<file path="src/rtl/player_bullet_pkg.sv">
// Shared defaults and state encoding for the player bullet controller.
package params;

    localparam int BULLET_W        = 4;   // bullet width, pixels
    localparam int BULLET_H        = 12;  // bullet height, pixels
    localparam int BULLET_SPEED    = 8;   // upward pixels per frame
    localparam int COOLDOWN_FRAMES = 8;   // frames between retire and next shot

    typedef enum logic [1:0] {
        IDLE     = 2'd0,
        FLIGHT   = 2'd1,
        COOLDOWN = 2'd2
    } player_bullet_state_t;

endpackage

</file>
<file path="src/rtl/player_bullet_fire_sync.sv">
// Fire button synchronizer: two metastability flops followed by a delayed
// copy used for rising-edge detection. fire_edge is a one-cycle pulse.
module fire_sync (
    input  logic pixel_clk,
    input  logic rst_n,
    input  logic fire_btn,
    output logic fire_edge
);

    logic sync_meta;
    logic sync_q;
    logic sync_prev;

    // Synchronize the raw button and keep one extra stage for edge detection.
    always_ff @(posedge pixel_clk or negedge rst_n) begin
        if (!rst_n) begin
            sync_meta <= 1'b0;
            sync_q    <= 1'b0;
            sync_prev <= 1'b0;
        end else begin
            sync_meta <= fire_btn;
            sync_q    <= sync_meta;
            sync_prev <= sync_q;
        end
    end

    // Rising edge of the synchronized button.
    always_comb begin
        fire_edge = sync_q & ~sync_prev;
    end

endmodule

</file>
<file path="src/rtl/player_bullet.sv">
// Player-side projectile controller: spawns one bullet above the paddle on a
// synchronized fire press, moves it up once per frame, retires it on an alien
// hit or when it leaves the top of the screen, and renders it white.
//
// Optional feature macro: PLAYER_BULLET_COOLDOWN_EN
//   defined   - a COOLDOWN state waits COOLDOWN_FRAMES frame strobes after
//               each retire before the next shot is accepted.
//   undefined - a retire returns straight to IDLE; COOLDOWN_FRAMES is unused.
//
// state_dbg exposes the FSM state (player_bullet_state_t encoding).
module player_bullet
    import params::*;
#(
    parameter int BULLET_W        = params::BULLET_W,
    parameter int BULLET_H        = params::BULLET_H,
    parameter int BULLET_SPEED    = params::BULLET_SPEED,
    parameter int COOLDOWN_FRAMES = params::COOLDOWN_FRAMES
) (
    input  logic               pixel_clk,
    input  logic               rst_n,
    input  logic               fsync,
    input  logic signed [11:0] hpos,
    input  logic signed [11:0] vpos,
    input  logic               fire_btn,
    input  logic signed [11:0] paddle_left,
    input  logic signed [11:0] paddle_right,
    input  logic signed [11:0] paddle_top,
    input  logic               alien_hit,
    output logic               bullet_active,
    output logic signed [11:0] bullet_left,
    output logic signed [11:0] bullet_right,
    output logic signed [11:0] bullet_top,
    output logic signed [11:0] bullet_bottom,
    output logic [7:0]         pixel [0:2],
    output logic               active,
    output logic [15:0]        shots_fired,
    output logic [1:0]         state_dbg
);

`ifdef PLAYER_BULLET_COOLDOWN_EN
    localparam player_bullet_state_t RETIRE_STATE = COOLDOWN;
    localparam logic [15:0]          CD_LAST      = 16'(COOLDOWN_FRAMES - 1);
`else
    localparam player_bullet_state_t RETIRE_STATE = IDLE;
`endif

    player_bullet_state_t state;
    player_bullet_state_t state_nxt;

    logic fire_edge;
    logic fire_pending;

    logic do_spawn;
    logic do_move;
    logic do_retire;

`ifdef PLAYER_BULLET_COOLDOWN_EN
    logic [15:0] cd_cnt;
    logic        cd_inc;
    logic        cd_clr;
`endif

    // 13-bit intermediates so paddle sums and subtractions cannot overflow
    // before the result is truncated back to 12 bits.
    logic signed [12:0] paddle_sum;
    logic signed [12:0] paddle_mid;
    logic signed [12:0] spawn_left13;
    logic signed [12:0] spawn_right13;
    logic signed [12:0] spawn_top13;
    logic signed [12:0] spawn_bottom13;
    logic signed [12:0] moved_top13;
    logic signed [12:0] moved_bottom13;
    logic signed [11:0] moved_top;
    logic signed [11:0] moved_bottom;

    fire_sync u_fire_sync (
        .pixel_clk (pixel_clk),
        .rst_n     (rst_n),
        .fire_btn  (fire_btn),
        .fire_edge (fire_edge)
    );

    // Spawn geometry from the paddle and the one-frame upward move.
    always_comb begin
        paddle_sum     = {paddle_left[11], paddle_left} + {paddle_right[11], paddle_right};
        paddle_mid     = paddle_sum >>> 1;
        spawn_left13   = paddle_mid - $signed(13'(BULLET_W / 2));
        spawn_right13  = {spawn_left13[11], spawn_left13[11:0]} + $signed(13'(BULLET_W - 1));
        spawn_top13    = {paddle_top[11], paddle_top} - $signed(13'(BULLET_H));
        spawn_bottom13 = {spawn_top13[11], spawn_top13[11:0]} + $signed(13'(BULLET_H - 1));
        moved_top13    = {bullet_top[11], bullet_top} - $signed(13'(BULLET_SPEED));
        moved_top      = moved_top13[11:0];
        moved_bottom13 = {moved_top[11], moved_top} + $signed(13'(BULLET_H - 1));
        moved_bottom   = moved_bottom13[11:0];
    end

    // FSM state register.
    always_ff @(posedge pixel_clk or negedge rst_n) begin
        if (!rst_n) begin
            state <= IDLE;
        end else begin
            state <= state_nxt;
        end
    end

    // Next-state and datapath strobes; a hit outranks a coincident frame move.
    always_comb begin
        state_nxt = state;
        do_spawn  = 1'b0;
        do_move   = 1'b0;
        do_retire = 1'b0;
`ifdef PLAYER_BULLET_COOLDOWN_EN
        cd_inc    = 1'b0;
        cd_clr    = 1'b0;
`endif
        case (state)
            IDLE: begin
                if (fsync && fire_pending) begin
                    do_spawn  = 1'b1;
                    state_nxt = FLIGHT;
                end
            end
            FLIGHT: begin
                if (alien_hit) begin
                    do_retire = 1'b1;
                    state_nxt = RETIRE_STATE;
                end else if (fsync) begin
                    do_move = 1'b1;
                    if (moved_bottom < 0) begin
                        do_retire = 1'b1;
                        state_nxt = RETIRE_STATE;
                    end
                end
            end
`ifdef PLAYER_BULLET_COOLDOWN_EN
            COOLDOWN: begin
                if (fsync) begin
                    if (cd_cnt >= CD_LAST) begin
                        cd_clr    = 1'b1;
                        state_nxt = IDLE;
                    end else begin
                        cd_inc = 1'b1;
                    end
                end
            end
`endif
            default: begin
                state_nxt = IDLE;
            end
        endcase
    end

`ifdef PLAYER_BULLET_COOLDOWN_EN
    // Count frame strobes spent in COOLDOWN.
    always_ff @(posedge pixel_clk or negedge rst_n) begin
        if (!rst_n) begin
            cd_cnt <= 16'd0;
        end else if (cd_clr) begin
            cd_cnt <= 16'd0;
        end else if (cd_inc) begin
            cd_cnt <= cd_cnt + 16'd1;
        end
    end
`endif

    // Latch a fire press only while idle; the spawn consumes it.
    always_ff @(posedge pixel_clk or negedge rst_n) begin
        if (!rst_n) begin
            fire_pending <= 1'b0;
        end else if (do_spawn) begin
            fire_pending <= 1'b0;
        end else if (fire_edge && (state == IDLE)) begin
            fire_pending <= 1'b1;
        end
    end

    // Bullet bounds, flight flag and shot counter. Bounds keep their last
    // value after a retire; the exit move still lands before retiring.
    always_ff @(posedge pixel_clk or negedge rst_n) begin
        if (!rst_n) begin
            bullet_active <= 1'b0;
            bullet_left   <= '0;
            bullet_right  <= '0;
            bullet_top    <= '0;
            bullet_bottom <= '0;
            shots_fired   <= 16'd0;
        end else begin
            if (do_spawn) begin
                bullet_active <= 1'b1;
                bullet_left   <= spawn_left13[11:0];
                bullet_right  <= spawn_right13[11:0];
                bullet_top    <= spawn_top13[11:0];
                bullet_bottom <= spawn_bottom13[11:0];
                if (shots_fired != 16'hFFFF) begin
                    shots_fired <= shots_fired + 16'd1;
                end
            end
            if (do_move) begin
                bullet_top    <= moved_top;
                bullet_bottom <= moved_bottom;
            end
            if (do_retire) begin
                bullet_active <= 1'b0;
            end
        end
    end

    // Raster hit test against the registered bounds and the white fill.
    always_comb begin
        active = bullet_active
              && (hpos >= bullet_left) && (hpos <= bullet_right)
              && (vpos >= bullet_top)  && (vpos <= bullet_bottom);
        for (int i = 0; i < 3; i++) begin
            pixel[i] = active ? 8'hFF : 8'h00;
        end
        state_dbg = state;
    end

endmodule

</file>
<file path="config.mk">
export PLATFORM = sky130hd
export DESIGN_NAME = player_bullet
export DESIGN_NICKNAME = d
export VERILOG_FILES = /design/src/rtl/player_bullet_pkg.sv /design/src/rtl/player_bullet_fire_sync.sv /design/src/rtl/player_bullet.sv
export SDC_FILE = /design/constraint.sdc
export NUM_CORES = 1
export LEC_CHECK = 0
export CORE_MARGIN = 1.5
export CORE_UTILIZATION = 46
export DETAILED_ROUTE_END_ITERATION = 12
export PLACE_DENSITY_LB_ADDON = 0.15
export SETUP_SLACK_MARGIN = 0.05
export SYNTH_ARGS = -nofsm -noshare
export SYNTH_HDL_FRONTEND = slang
export SYNTH_SLANG_ARGS = --single-unit
</file>
<file path="constraint.sdc">
create_clock -name pixel_clk -period 4.2 [get_ports pixel_clk]
set_clock_uncertainty 0.1 [all_clocks]
set_input_delay 0.42 -clock pixel_clk [delete_from_list [all_inputs] [get_ports pixel_clk]]
set_output_delay 0.42 -clock pixel_clk [all_outputs]
set_load 0.1 [all_outputs]
</file>
==> reports/metrics.cfg <==
[floorplan]
dieArea_um2 = 14000
coreArea_um2 = 12800
die_y_um = 118
initial_utilization = 0.478
die_x_um = 118
rows = 41
ios = 157

[final_layout]
fin_nets = 983
layout_commonest_cell = clkdlybuf4s50_1
area_growth_pct = 35.2
final_cell_mix = 129 x clkdlybuf4s50_1, 70 x ha_1, 66 x nand2_1
layout-drive-gt1-share = 0.0952
num_antenna_cells = 0

[timing]
setup_violations = 0
fmax_mhz = 251
setup_tns_ns = 0
min_period_ns = 3.99
relSlewSlack = 0.332
period_share = 0.949
rsz0062_at_grt = no
tightest_slew_ns = 0.999
hold_viol_final = 0
slew_violations = 0

[clocking]
cts_tree = done
post-cts-setup-buffers = 0
ctsHoldBuffers = 0
h-tree-depth = 3
cts-root-buf = clkbuf_16
cts-buffers-inserted = 9
clockBufferDepth = 2
clock_latency_ns = 0.35
clock-sinks = 70
cts.clk_slew.worst_paths_ns = 0.06

[synthesis]
synthCells = 719
ys_types = 72
async_flop_share = 1.00
syn_nets = 856
synth_warnings = 0
synth-seq-cells = 70
synth-edff-count = 0
syn_avg_cell_area_um2 = 8.52
ys_seq_area_frac = 0.286
ys.flop_type = dfrtp_1
syn_area_um2 = 6120

[placement]
gp_congestion = 0.895
dp.final_hpwl_mm = 13.0
port_buffers = 155

[grt]
grt_pass1_wl_mm = 26.8
grt_pass1_vias = 5499
grt_max_degree = 46
grt_usage = 0.234
antenna_found_initial = 0
gr-total-overflow = 0

[setup_path]
r2r_slack_ns = 1.03
critPathCaptureType = output port
cp.required_ns = 3.68
startpoint_type = input pin
worstSetupPathType = in2out
arrival_ns = 3.47
crit_fanout = 13

[detailed_routing]
firstDrtPassIters = 5
vias_per_cell = 5.47
drt-initial-drc-count = 300
post-route-drc-count = 0
totalWireLength_mm = 16.4
drtAntennaViolNets = 0
drt-wirelength-per-cell_um = 16.0
vias = 5594

[hold_path]
hold_path_class = in2async

[status]
status = finished, final reports clean

[flow_run]
maxCapViolCount = 0

Yosys cell counts (8+ instances only):
cell | count | area share
nand4_1 | 12 | 0.012
a21oi_1 | 39 | 0.032
xnor2_1 | 46 | 0.066
o221ai_1 | 8 | 0.011
inv_1 | 63 | 0.039
clkbuf_1 | 19 | 0.012
nor3_1 | 19 | 0.016
nor4_1 | 8 | 0.0082
nand2b_1 | 11 | 0.011
o21ai_0 | 46 | 0.038
nand2_1 | 66 | 0.040
ha_1 | 71 | 0.15
nand3_1 | 17 | 0.014
buf_4 | 25 | 0.031
xor2_1 | 19 | 0.027
dfrtp_1 | 70 | 0.29
nor2_1 | 42 | 0.026
a211oi_1 | 10 | 0.012
a21o_1 | 9 | 0.011
layer usage:
metal  global-route usage  part of all wire  up-vias
met5                    0                 0        -
met4               0.0738             0.021        0
met3               0.0381             0.049       26
met2                0.413              0.49      173
met1                0.292              0.44     2620
li1                     -                 -     2775
kinds of logic (layout without fill, tap and decap cells):
group                      count (synthesis)  after routing  synth area share
xor gates and xnor gates                  68             68             0.101
adders and majority gates                 72             72             0.148
DFF                                       70             70             0.286
buffers and inverters                    110            242            0.0840
other                                      1              1          0.000612
AOI/OAI and AO/OA                        174            174             0.189
and+or+nand+nor                          220            220             0.185
muxes                                      4              4           0.00654
sequential cells by signal, indices dropped and copies added (netlist names):
name                   cells
bullet_right              12
u_fire_sync.sync_q         1
bullet_active              1
u_fire_sync.sync_meta      1
u_fire_sync.sync_prev      1
bullet_top                12
shots_fired               16
bullet_bottom             12
bullet_left               12
state_dbg                  1
fire_pending               1
worst max-delay path, cell delays in order:
cell	delay (ns)
clkdlybuf4s50_1	0.54
ha_4	0.23
nor2b_1	0.13
o21a_1	0.17
o21a_1	0.16
o21a_1	0.16
o21ai_1	0.12
a21oi_1	0.08
a2111oi_1	0.35
o221ai_1	0.26
a211oi_4	0.35
clkbuf_16	0.29
buf_12	0.19
cell type report:
class | instances | area, um2
Clock buffer | 9 | 225
Clock inverter | 7 | 71.3
Fill cell | 1105 | 4540
Inverter | 63 | 236
Multi-Input combinational cell | 539 | 3880
Sequential cell | 70 | 1770
Tap cell | 172 | 215
Timing Repair Buffer | 163 | 1880
metrics by stage:
stage | utilization | cells | hold slack (ns) | instance area (um2) | setup WS, ns
after floorplan | - | 719 | 0.0244 | 6160 | -0.269
after global placement | 0.621 | 1006 | 0.235 | 7960 | 0.267
after detailed placement | 0.621 | 1006 | 0.243 | 7960 | 0.150
after CTS | 0.644 | 1022 | 0.137 | 8260 | 0.125
after global routing | 0.646 | 1023 | 0.181 | 8280 | 0.0496
final | 0.646 | 1023 | 0.0979 | 8280 | 0.213
worst paths after layout:
check,start,end,cells past startpoint
min,rst_n,bullet_top[2]$_DFFE_PN0P_,1
min in group pixel_clk,u_fire_sync.sync_meta$_DFF_PN0_,u_fire_sync.sync_q$_DFF_PN0_,0
max,vpos[1],pixel[9],13
min reg2reg,u_fire_sync.sync_meta$_DFF_PN0_,u_fire_sync.sync_q$_DFF_PN0_,0
max in group asynchronous,rst_n,bullet_bottom[8]$_DFFE_PN0P_,2
max reg2reg,bullet_top[3]$_DFFE_PN0P_,state_dbg[0]$_DFFE_PN0P_,11
what timing repair did:
item / in CTS / in global routing
endpoints found under the setup margin: 0 / 25
gates resized for setup: 0 / 3
hold endpoints to repair: 0 / 0
Power is not shown: default switching activity piles up to over one toggle a cycle in this logic, so the estimate is an artifact.
